$ cat config.mk
export PLATFORM = sky130hd
export DESIGN_NAME = sat_add_arbiter
export DESIGN_NICKNAME = d
export VERILOG_FILES = /design/src/rtl/sat_add_arbiter.sv
export SDC_FILE = /design/constraint.sdc
export NUM_CORES = 1
export LEC_CHECK = 0
export ABC_AREA = 1
export CORE_MARGIN = 3
export CORE_UTILIZATION = 45
export CTS_BUF_LIST = sky130_fd_sc_hd__clkbuf_8
export DETAILED_ROUTE_END_ITERATION = 10
export PLACE_DENSITY_LB_ADDON = 0.2
export SYNTH_ARGS = -nofsm -noshare
export SYNTH_HDL_FRONTEND = slang
export SYNTH_SLANG_ARGS = --single-unit
$ cat constraint.sdc
create_clock -name clk -period 4.34 [get_ports clk]
set_input_delay 0.868 -clock clk [delete_from_list [all_inputs] [get_ports clk]]
set_output_delay 0.868 -clock clk [all_outputs]
set_load 0.01 [all_outputs]
$ cat src/rtl/sat_add_arbiter.sv
`default_nettype none
// ============================================================================
// Module   : sat_add_arbiter
// Purpose  : Shares one signed saturating adder between NREQ requesters.
//            A round-robin arbiter picks one valid requester per cycle.
//            Its operands are added with signed saturation. The result goes
//            into a one-entry output register, tagged with the requester
//            index and a saturation flag.
// Ports    : clk, rst (async, active high)
//            req_valid/req_ready [NREQ]   per-requester handshake
//            req_a/req_b [NREQ*WIDTH]     packed operands, slot i at i*WIDTH
//            rsp_valid/rsp_ready          result handshake
//            rsp_id, rsp_result, rsp_sat  result payload
//            sat_count [16]               saturation event counter
// Config   : SAT_ADD_ARB_STATS_EN builds the saturating sat_count counter.
//            Without it, sat_count is tied to zero.
// Revision : 1.0 - initial release
// ============================================================================
module sat_add_arbiter #(
  parameter int WIDTH = 32,
  parameter int NREQ  = 4,
  parameter int IDW   = $clog2(NREQ)
) (
  input  logic                  clk,
  input  logic                  rst,
  input  logic [NREQ-1:0]       req_valid,
  output logic [NREQ-1:0]       req_ready,
  input  logic [NREQ*WIDTH-1:0] req_a,
  input  logic [NREQ*WIDTH-1:0] req_b,
  output logic                  rsp_valid,
  input  logic                  rsp_ready,
  output logic [IDW-1:0]        rsp_id,
  output logic [WIDTH-1:0]      rsp_result,
  output logic                  rsp_sat,
  output logic [15:0]           sat_count
);

  localparam logic [IDW:0]   C_NREQ = (IDW+1)'(NREQ);
  localparam logic [IDW-1:0] C_LAST = IDW'(NREQ-1);
  localparam logic [IDW-1:0] C_ONE  = IDW'(1);

  logic [IDW-1:0]   ptr_q, ptr_d;
  logic             rsp_valid_q, rsp_valid_d;
  logic [WIDTH-1:0] rsp_result_q, rsp_result_d;
  logic             rsp_sat_q, rsp_sat_d;
  logic [IDW-1:0]   rsp_id_q, rsp_id_d;

  logic             can_accept;
  logic             grant_found;
  logic [IDW-1:0]   grant_idx;
  logic [IDW:0]     cand;
  logic             xfer;

  logic [WIDTH-1:0] op_a [NREQ];
  logic [WIDTH-1:0] op_b [NREQ];
  logic [WIDTH-1:0] sel_a, sel_b, raw_sum, sum_res;
  logic             sum_sat;

  for (genvar gi = 0; gi < NREQ; gi++) begin : g_unpack
    assign op_a[gi] = req_a[gi*WIDTH +: WIDTH];
    assign op_b[gi] = req_b[gi*WIDTH +: WIDTH];
  end

  // Scan ptr, ptr+1, ... mod NREQ. The first valid requester wins.
  // The extra bit in cand makes the wrap exact when NREQ is not a power of two.
  always_comb begin
    grant_found = 1'b0;
    grant_idx   = '0;
    cand        = '0;
    for (int k = 0; k < NREQ; k++) begin
      cand = {1'b0, ptr_q} + (IDW+1)'(k);
      if (cand >= C_NREQ) begin
        cand = cand - C_NREQ;
      end
      if (!grant_found && req_valid[cand[IDW-1:0]]) begin
        grant_found = 1'b1;
        grant_idx   = cand[IDW-1:0];
      end
    end
  end

  // Reset also gates the grant, so req_ready is low while rst is held.
  assign can_accept = !rst && (!rsp_valid_q || rsp_ready);
  assign xfer       = can_accept && grant_found;

  always_comb begin
    req_ready = '0;
    if (xfer) begin
      req_ready[grant_idx] = 1'b1;
    end
  end

  assign sel_a   = op_a[grant_idx];
  assign sel_b   = op_b[grant_idx];
  assign raw_sum = sel_a + sel_b;

  // Overflow is possible only when both operands share a sign and the
  // raw sum's sign differs from it.
  always_comb begin
    sum_res = raw_sum;
    sum_sat = 1'b0;
    if (!sel_a[WIDTH-1] && !sel_b[WIDTH-1] && raw_sum[WIDTH-1]) begin
      sum_res = {1'b0, {(WIDTH-1){1'b1}}};
      sum_sat = 1'b1;
    end else if (sel_a[WIDTH-1] && sel_b[WIDTH-1] && !raw_sum[WIDTH-1]) begin
      sum_res = {1'b1, {(WIDTH-1){1'b0}}};
      sum_sat = 1'b1;
    end
  end

  // A drain alone empties the register. A refill in the same cycle keeps it
  // full with the new payload. With no handshake, the payload is held.
  always_comb begin
    ptr_d        = ptr_q;
    rsp_valid_d  = rsp_valid_q && !rsp_ready;
    rsp_result_d = rsp_result_q;
    rsp_sat_d    = rsp_sat_q;
    rsp_id_d     = rsp_id_q;
    if (xfer) begin
      ptr_d        = (grant_idx == C_LAST) ? '0 : grant_idx + C_ONE;
      rsp_valid_d  = 1'b1;
      rsp_result_d = sum_res;
      rsp_sat_d    = sum_sat;
      rsp_id_d     = grant_idx;
    end
  end

  always_ff @(posedge clk or posedge rst) begin
    if (rst) begin
      ptr_q        <= '0;
      rsp_valid_q  <= 1'b0;
      rsp_result_q <= '0;
      rsp_sat_q    <= 1'b0;
      rsp_id_q     <= '0;
    end else begin
      ptr_q        <= ptr_d;
      rsp_valid_q  <= rsp_valid_d;
      rsp_result_q <= rsp_result_d;
      rsp_sat_q    <= rsp_sat_d;
      rsp_id_q     <= rsp_id_d;
    end
  end

  assign rsp_valid  = rsp_valid_q;
  assign rsp_result = rsp_result_q;
  assign rsp_sat    = rsp_sat_q;
  assign rsp_id     = rsp_id_q;

`ifdef SAT_ADD_ARB_STATS_EN
  logic [15:0] sat_count_q, sat_count_d;

  // Counts saturating transfers. The counter sticks at all-ones.
  always_comb begin
    sat_count_d = sat_count_q;
    if (xfer && sum_sat && (sat_count_q != 16'hFFFF)) begin
      sat_count_d = sat_count_q + 16'd1;
    end
  end

  always_ff @(posedge clk or posedge rst) begin
    if (rst) begin
      sat_count_q <= 16'h0000;
    end else begin
      sat_count_q <= sat_count_d;
    end
  end

  assign sat_count = sat_count_q;
`else
  assign sat_count = 16'h0000;
`endif

endmodule
`default_nettype wire

* After elaboration in Yosys (flattened, before gate mapping)
Cells that the tools add are included.
** Word-level totals
- Register bits after elaboration :: 38
- Input port bits :: 263
- Output and inout port bits :: 56
- Logic and storage cells :: 83
** Operators by class
- $add $sub $neg :: 9
- Order comparisons :: 11
- Eq/ne operators :: 1
- Muxes and demuxes :: 35
- Bitwise operators :: 1
- Reductions and logical operators :: 21
** Operator list (count)
- $mux 32 :: 6
- $bmux 32 s2 :: 2
- $add 32x32->32 :: 1
- $mux 2 :: 9
- $lt 2x3->1 const B :: 5
- $ge 3x3->1 const B :: 4
- $mux 1 :: 12
- $logic_and 1x1->1 :: 11
- $logic_not 1->1 :: 9
- $bmux 1 s2 :: 4
- $sub 2x1->2 const B :: 4
- $add 2x2->3 const B :: 2
- $mux 4 :: 1
- $add 2x1->3 const B :: 1
- $ge 2x3->1 const B :: 1
- $not 2->3 :: 1
- $add 2x1->2 const B :: 1
- $demux 1 s2 :: 1
- $eq 2x2->1 const B :: 1
- $ge 2x1->1 const B :: 1
- $logic_or 1x1->1 :: 1

* Logic depth before layout (Yosys ltp)
Gate-level depths: netlist of the first run.
- Word-level depth :: 23
- Gate-level depth with buffers :: 33
- Gate-level depth less buffers :: 30

* Worst setup path before layout of the first run
Ideal clock, no wire load.
- Path kind :: input -> register
- From :: input req_valid[0]
- To :: register rsp_result_q[10] (netlist: rsp_result[10])
- Library setup time :: 0.117 ns
- Data arrival time :: 3.610 ns
- Required time :: 4.223 ns
- Path slack :: 0.613 ns
- Stages :: 29
- Buffers on the path :: 3
- Cells stage by stage :: inv_1 o21ai_0 nand2_1 nand2_1 nor2_2 nand2_2 inv_2 nand2_1 nand3_1 nand2_2 inv_2 buf_6 buf_4 nand3_1 nand2_1 ha_1 nand2_1 inv_1 a21oi_1 nand2_1 a21oi_1 nand2_1 nand2_1 nand2_1 nand2_1 buf_2 nand2_1 nand2_1 nand2_1
** On the way
- Cells in the longest elaborated chain, start to end :: 21
- Elaborated cells on any way between the ends :: 40
** Ends and longest elaborated chain
- start: declaration :: line 26 : input logic [NREQ-1:0] req_valid,
- $bmux 1 s2 :: line 75 : if (!grant_found && req_valid[cand[IDW-1:0]]) begin
- $mux 1 (not written as such) :: line 75
- $mux 1 :: line 75
- $logic_not 1->1 :: line 75
- $logic_and 1x1->1 :: line 75
- $mux 1 :: line 75
- $logic_not 1->1 :: line 75
- $logic_and 1x1->1 :: line 75
- (+4 left out)
- $not 2->3 (not written as such) :: line 93, 94
- $bmux 32 s2 (on tied branches) :: line 93, 94
- $mux 32 (on tied branches) (2 in series) :: line 93, 94
- $add 32x32->32 :: line 95 : assign raw_sum = sel_a + sel_b;
- $logic_not 1->1 :: line 105 : end else if (sel_a[WIDTH-1] && sel_b[WIDTH-1] && !raw_sum[WIDTH-1]) begin
- $logic_and 1x1->1 :: line 105
- $mux 32 :: line 105
- $mux 32 :: line 102 : if (!sel_a[WIDTH-1] && !sel_b[WIDTH-1] && raw_sum[WIDTH-1]) begin
- end signal: assignment :: line 138 : rsp_result_q <= rsp_result_d;
- end: declaration :: line 44 : logic [WIDTH-1:0] rsp_result_q, rsp_result_d;
Parallel ways exist; a longest one is shown, timed or not. The select of a mux whose other input is x is not followed.
A chain may end at the register's enable or synchronous reset.

* Final worst setup path of the first run
- From :: register ptr_q[0]
- To :: register rsp_result_q[13] (netlist: rsp_result[13])
** On the way
- Cells in the longest elaborated chain, start to end :: 23
- Elaborated cells on any way between the ends :: 55
** Ends and longest elaborated chain
- start: declaration :: line 42 : logic [IDW-1:0] ptr_q, ptr_d;
- start signal: assignment :: line 136 : ptr_q <= ptr_d;
- parallel branches: the longest is 23 deep, another holds $add 2x1->3
Parallel ways; which one is timed is not known. The select of a mux whose other input is x is not followed.

==> out/results.txt, run 1 <==
Top cell type's share of synthesized area: 27.5%
Critical Path RT: 4530 ps
Clk sinks: 38
Antenna viol nets, final: 0
GP Congestion: 0.980
Tmin final: 4160 ps
Drt first-iter violations: 965
Detailed Route WL: 35,500 µm
Crit-path leading delay family: simple AND/OR/NAND/NOR gates
Clk buf depth: 2
Die X: 138 µm
Yosys reg bits: 38
First-pass GRT wire length: 47,200 µm
Fin crit share: 95.8%
Die height: 138 µm
Post-synth top flop: dfrtp_1
CP Class: flop to flop
Row cnt: 47
Slowest stage cell, crit path: dfrtp_2
Top Layer Used: met4
Max incr delay on CP: 630 ps
Mean Syn Cell Area: 5.15 µm²
Syn Inst Count: 1,520
Crit path DAT: 4340 ps
Count of final setup violators: 0
Sum of negative setup slack: 0 ps
Register area: 952 µm²
Commonest cells in the netlist: nand2_1, inv_1, nand3_1
CP Buf/Inv Count: 3
Actual slew at the worst max-slew pin: 589 ps
Initial Util: 46.5%
Critical path fanouts, max: 15
Post-synth ARST share: 100%
Residual DRC: 0
H-tree levels: 2
Synthesized area: 7830 µm²
EDFF count, synth: 0
Synth cell types: 31
Layout fillers: 1,150
Yosys warnings: 0
Clock Skew: 4.59 ps
Final #Nets: 2,235
Aggregate global routing overflow: 0
Port buffer count: 302
Max-slew headroom: 60.7%
Hpwl dp: 24,800 µm
CTS tree: done
Length of routed wiring on met1: 13,600 µm
I/O Pins: 319
WL met3: 2640 µm
Seq/Total Area, Yosys: 12.1%
Status: complete, no violations
Yosys top cell by area: nand2_1
DR vias: 11,500
Pre-CTS setup slack: -278 ps
Worst-path clk slew: 70 ps
Nature of the critical path endpoint: flop
Type of the worst min-delay path: flop to flop
Hold Fails Final Rpt: 0
Worst-skew pair later-pin latency: 290 ps
Final worst setup slack: 181 ps
Setup crit start kind: flop
Hold Worst Slack: 486 ps
Initial antenna violation count: 1
Number of buffers created by CTS: 5
Max frequency: 0.240 GHz
Layout cells sized above 1: 21.8%
Core ar.: 16,800 µm²
Syn-to-layout area delta: 74.3%
Most frequent cell after synthesis: nand2_1
Gr usage total: 30.4%
Top cells by area, synth: nand2_1, inv_1, dfrtp_1
Final core utilization: 81.1%
Met2 WL: 17,800 µm
Clk root buf: clkbuf_8
Drt via density: 5.32
Largest net degree at the start of global routing: 44
Drt wl/cell: 16.5 µm
TritonRoute pass-1 iters: 6
Area of the multi-input gates: 6050 µm²
Number of global-route vias before repair: 9,796
Max-slew violation count: 0
Max cap viols: 0
Die ar.: 19,000 µm²
==> tightest hold or removal path, stage by stage (launching register included) <==
cell and delay (ps):
dfrtp_1 350, nand2_1 60, nand2_1 50
==> cells by family after synthesis <==
group | Yosys count | synth area share, %
AOI/OAI and AO/OA | 49 | 3.40
xor gates and xnor gates | 16 | 1.89
adders and majority gates | 38 | 6.17
buffers and inverters | 448 | 24.5
DFF | 38 | 12.1
other | 1 | 0.0479
and+or+nand+nor | 930 | 51.9
==> sequential cells by signal, indices dropped and copies added, names as in the netlist <==
| name | cells |
|---|---|
| rsp_result | 32 |
| ptr_q | 2 |
| rsp_id | 2 |
| rsp_sat | 1 |
| rsp_valid | 1 |
==> final timing paths <==
check,from,endpoint,slack [ps],cells past startpoint
min,rsp_result[29],rsp_result[29],490,2
max reg2reg,ptr_q[0],rsp_result[13],180,27
min in group asynchronous,rst,rsp_result[29],1090,3
min reg2reg,rsp_result[29],rsp_result[29],490,2
max in group asynchronous,rst,ptr_q[0],2900,3
max,ptr_q[0],rsp_result[13],180,27
==> what timing repair did <==
item / CTS / global route
setup endpoints to repair: 5 / 36
resized for setup: 5 / 251
cloned: 0 / 15
endpoints found under the hold margin: 0 / 0
buffers inserted: 1 / 14
pin swaps: 1 / 70
hold buffers: 0 / 0
==> final cells by class <==
| cell class | instances | area share (%) |
|---|---|---|
| Multi-Input combinational cell | 1049 | 44.3 |
| Timing Repair Buffer | 492 | 36.2 |
| Inverter | 348 | 9.63 |
| Sequential cell | 38 | 6.98 |
| Tap cell | 220 | 2.02 |
| Clock buffer | 5 | 0.504 |
| Clock inverter | 3 | 0.293 |
| Antenna cell | 1 | 0.0183 |
==> routing by layer <==
layer  vias up  track usage (%)
met1      5218             38.7
met3       124             2.90
li1       5480                -
met4         0             7.68
met2       650             55.0
met5         -                0
==> metrics by stage <==
step           instance area, µm²  cells
2_1_floorplan                7890   1535
3_3_place_gp                12000   2117
3_5_place_dp                12000   2117
4_1_cts                     12200   2126
5_1_grt                     13600   2156
6_report                    13600   2156
==> cells in the final DEF, fill, tap and decap left out, types with 23 or more instances in the layout <==
master	n
buf_4	151
clkdlybuf4s50_1	294
dfrtp_1	37
ha_4	23
inv_1	341
nand2_1	458
nand2_2	107
nand3_1	129
nand3_2	30
nand4_1	131
nor2_1	35
Power of run 1 is not shown: default switching activity piles up to over one toggle a cycle in this logic, so the estimate is an artifact.
==> run 2, diff against run 1 <==
CELL_PAD_IN_SITES_DETAIL_PLACEMENT = 1   (was unset)
CELL_PAD_IN_SITES_GLOBAL_PLACEMENT = 2   (was unset)
CORE_UTILIZATION = 21   (was 45)
==> out/results.txt, run 2 (synthesis gave the netlist of run 1 again) <==
Status: complete, no violations
Clk buf depth: 2 (unchanged)
Detailed Route WL: 42,700 µm (+20%)
Max cap viols: 0 (unchanged)
Drt first-iter violations: 289 (-70%)
Final core utilization: 39.2% (-42 points)
Row cnt: 70 (+49%)
DR vias: 11,000 (-4.5%)
Worst-path clk slew: 70 ps (about the same)
Nature of the critical path endpoint: flop
Clock Skew: 7.50 ps (+2.91 ps)
Most frequent cell on the critical path: nand2_1
Layout cells sized above 1: 21.1% (-0.66 points)
Max-slew violation count: 0 (unchanged)
Syn-to-layout area delta: 83.9%
Aggregate global routing overflow: 0 (unchanged)
Hold buffer count at cts: 0 (unchanged)
Max incr delay on CP: 260 ps (-370 ps)
Die ar.: 39,600 µm² (+110%)
Worst-skew pair later-pin latency: 290 ps (about the same)
H-tree levels: 2 (unchanged)
Port buffer count: 302 (unchanged)
CTS tree: done
Largest net degree at the start of global routing: 46 (+4.5%)
Count of final setup violators: 0 (unchanged)
Most frequent cells in the layout: nand2_1, inv_1, clkdlybuf4s50_1
Clk sinks: 38 (unchanged)
First-pass GRT wire length: 62,400 µm (+32%)
Gr usage total: 19.8% (-11 points)
Fin crit share: 96.1% (+0.22 points)
Crit-path leading delay family: simple AND/OR/NAND/NOR gates
Antenna viol nets, final: 0 (unchanged)
Type of the worst min-delay path: flop to flop
Drt via density: 4.50 (-15%)
CP Class: primary input to flop
Max reg flops: 32 (unchanged)
Setup crit start kind: primary input
Die X: 199 µm (+44%)
Drt wl/cell: 17.5 µm (+6.4%)
GP Congestion: 0.823 (-16%)
Number of buffers created by CTS: 5 (unchanged)
TritonRoute pass-1 iters: 4 (-2)
Antenna diodes: 0 (-1)
CP Buf/Inv Count: 6 (+3)
I/O Pins: 319 (unchanged)
Residual DRC: 0 (unchanged)
Commonest non-fill, non-tap cell in the layout: nand2_1
Number of global-route vias before repair: 11,300 (+15%)
Layout fillers: 4,711 (+310%)
RSZ-0062 raised after global routing: yes
Area of the multi-input gates: 5980 µm² (-1.1%)
Slowest stage cell, crit path: ha_4
Hold Fails Final Rpt: 0 (unchanged)
Reg2reg start: ptr_q[0]
Critical Path Start: req_valid[3]
Die height: 199 µm (+44%)
Register area: 955 µm² (+0.26%)
Max frequency: 0.240 GHz (-0.23%)
Critical Path RT: 4520 ps (about the same)
Core ar.: 36,700 µm² (+120%)
Hpwl dp: 31,800 µm (+28%)
Final #Nets: 2,269 (+1.5%)
Tmin final: 4170 ps (+9.38 ps)
Critical path fanouts, max: 9 (-6)
Crit path DAT: 4350 ps (about the same)
Initial Util: 21.3% (-25 points)
Min-delay src: rsp_result[27]
Initial antenna violation count: 2 (+1)
Clk root buf: clkbuf_8
## run 2: changes by cell type in the layout (fill, tap and decap cells not counted), sizes merged, moves of 2 or more
cell / before / now
buf: 178 / 213
bufbuf: 0 / 2
dlymetal6s2s: 4 / 2
inv: 348 / 346
## run 2: final cells by class
class	instances	area share (%)
Timing Repair Buffer	526	38.0
Multi-Input combinational cell	1049	41.6
Clock buffer	6	0.574
Tap cell	468	4.07
Sequential cell	38	6.63
Inverter	348	9.20
## run 2: path summary, 6_finish.rpt
path	end	slack (ps)	cells after the start
worst min register to register	rsp_result[27]	480	2
min in group asynchronous	rsp_result[28]	1070	3
worst max-delay path	rsp_result[12]	170	29
worst min-delay path	rsp_result[27]	480	2
max in group asynchronous	ptr_q[0]	2890	3
worst max register to register	rsp_result[12]	250	32
## run 2: worst register-to-register path, delay by kind of cell, from the launching register on
family          cells  cell delay, ps
buf+inv             7            1060
fa+ha+maj           1             280
flops               1             590
compound gates      2             180
simple gates       22            1940
## run 2: metrics by stage
stage	TNS, ps	setup WS, ps	hold WS, ps	cells	instance area [µm²]
floorplan	0	613	515	1535	7890
global placement	-13950	-413	471	2368	12300
global route	-301	-52.9	510	2435	14400
finish	0	171	480	2435	14400
detailed placement	-15640	-456	464	2368	12300
CTS	0	70.9	484	2414	13500
## run 2: metal layers
metal,share of wire [%],up-vias,track usage [%]
li1,-,5536,-
met1,46,5171,26.7
met2,48,216,34.5
met3,4.3,26,2.85
met4,1.6,4,2.29
met5,0.063,-,0
## run 2: timing repair
action / 4_1_cts / 5_1_grt
resized for setup: 106 / 151
buffers inserted: 27 / 15
endpoints found under the setup margin: 37 / 35
gates cloned: 13 / 10
pin swaps: 14 / 51
Power of run 2 is left out for the same reason.
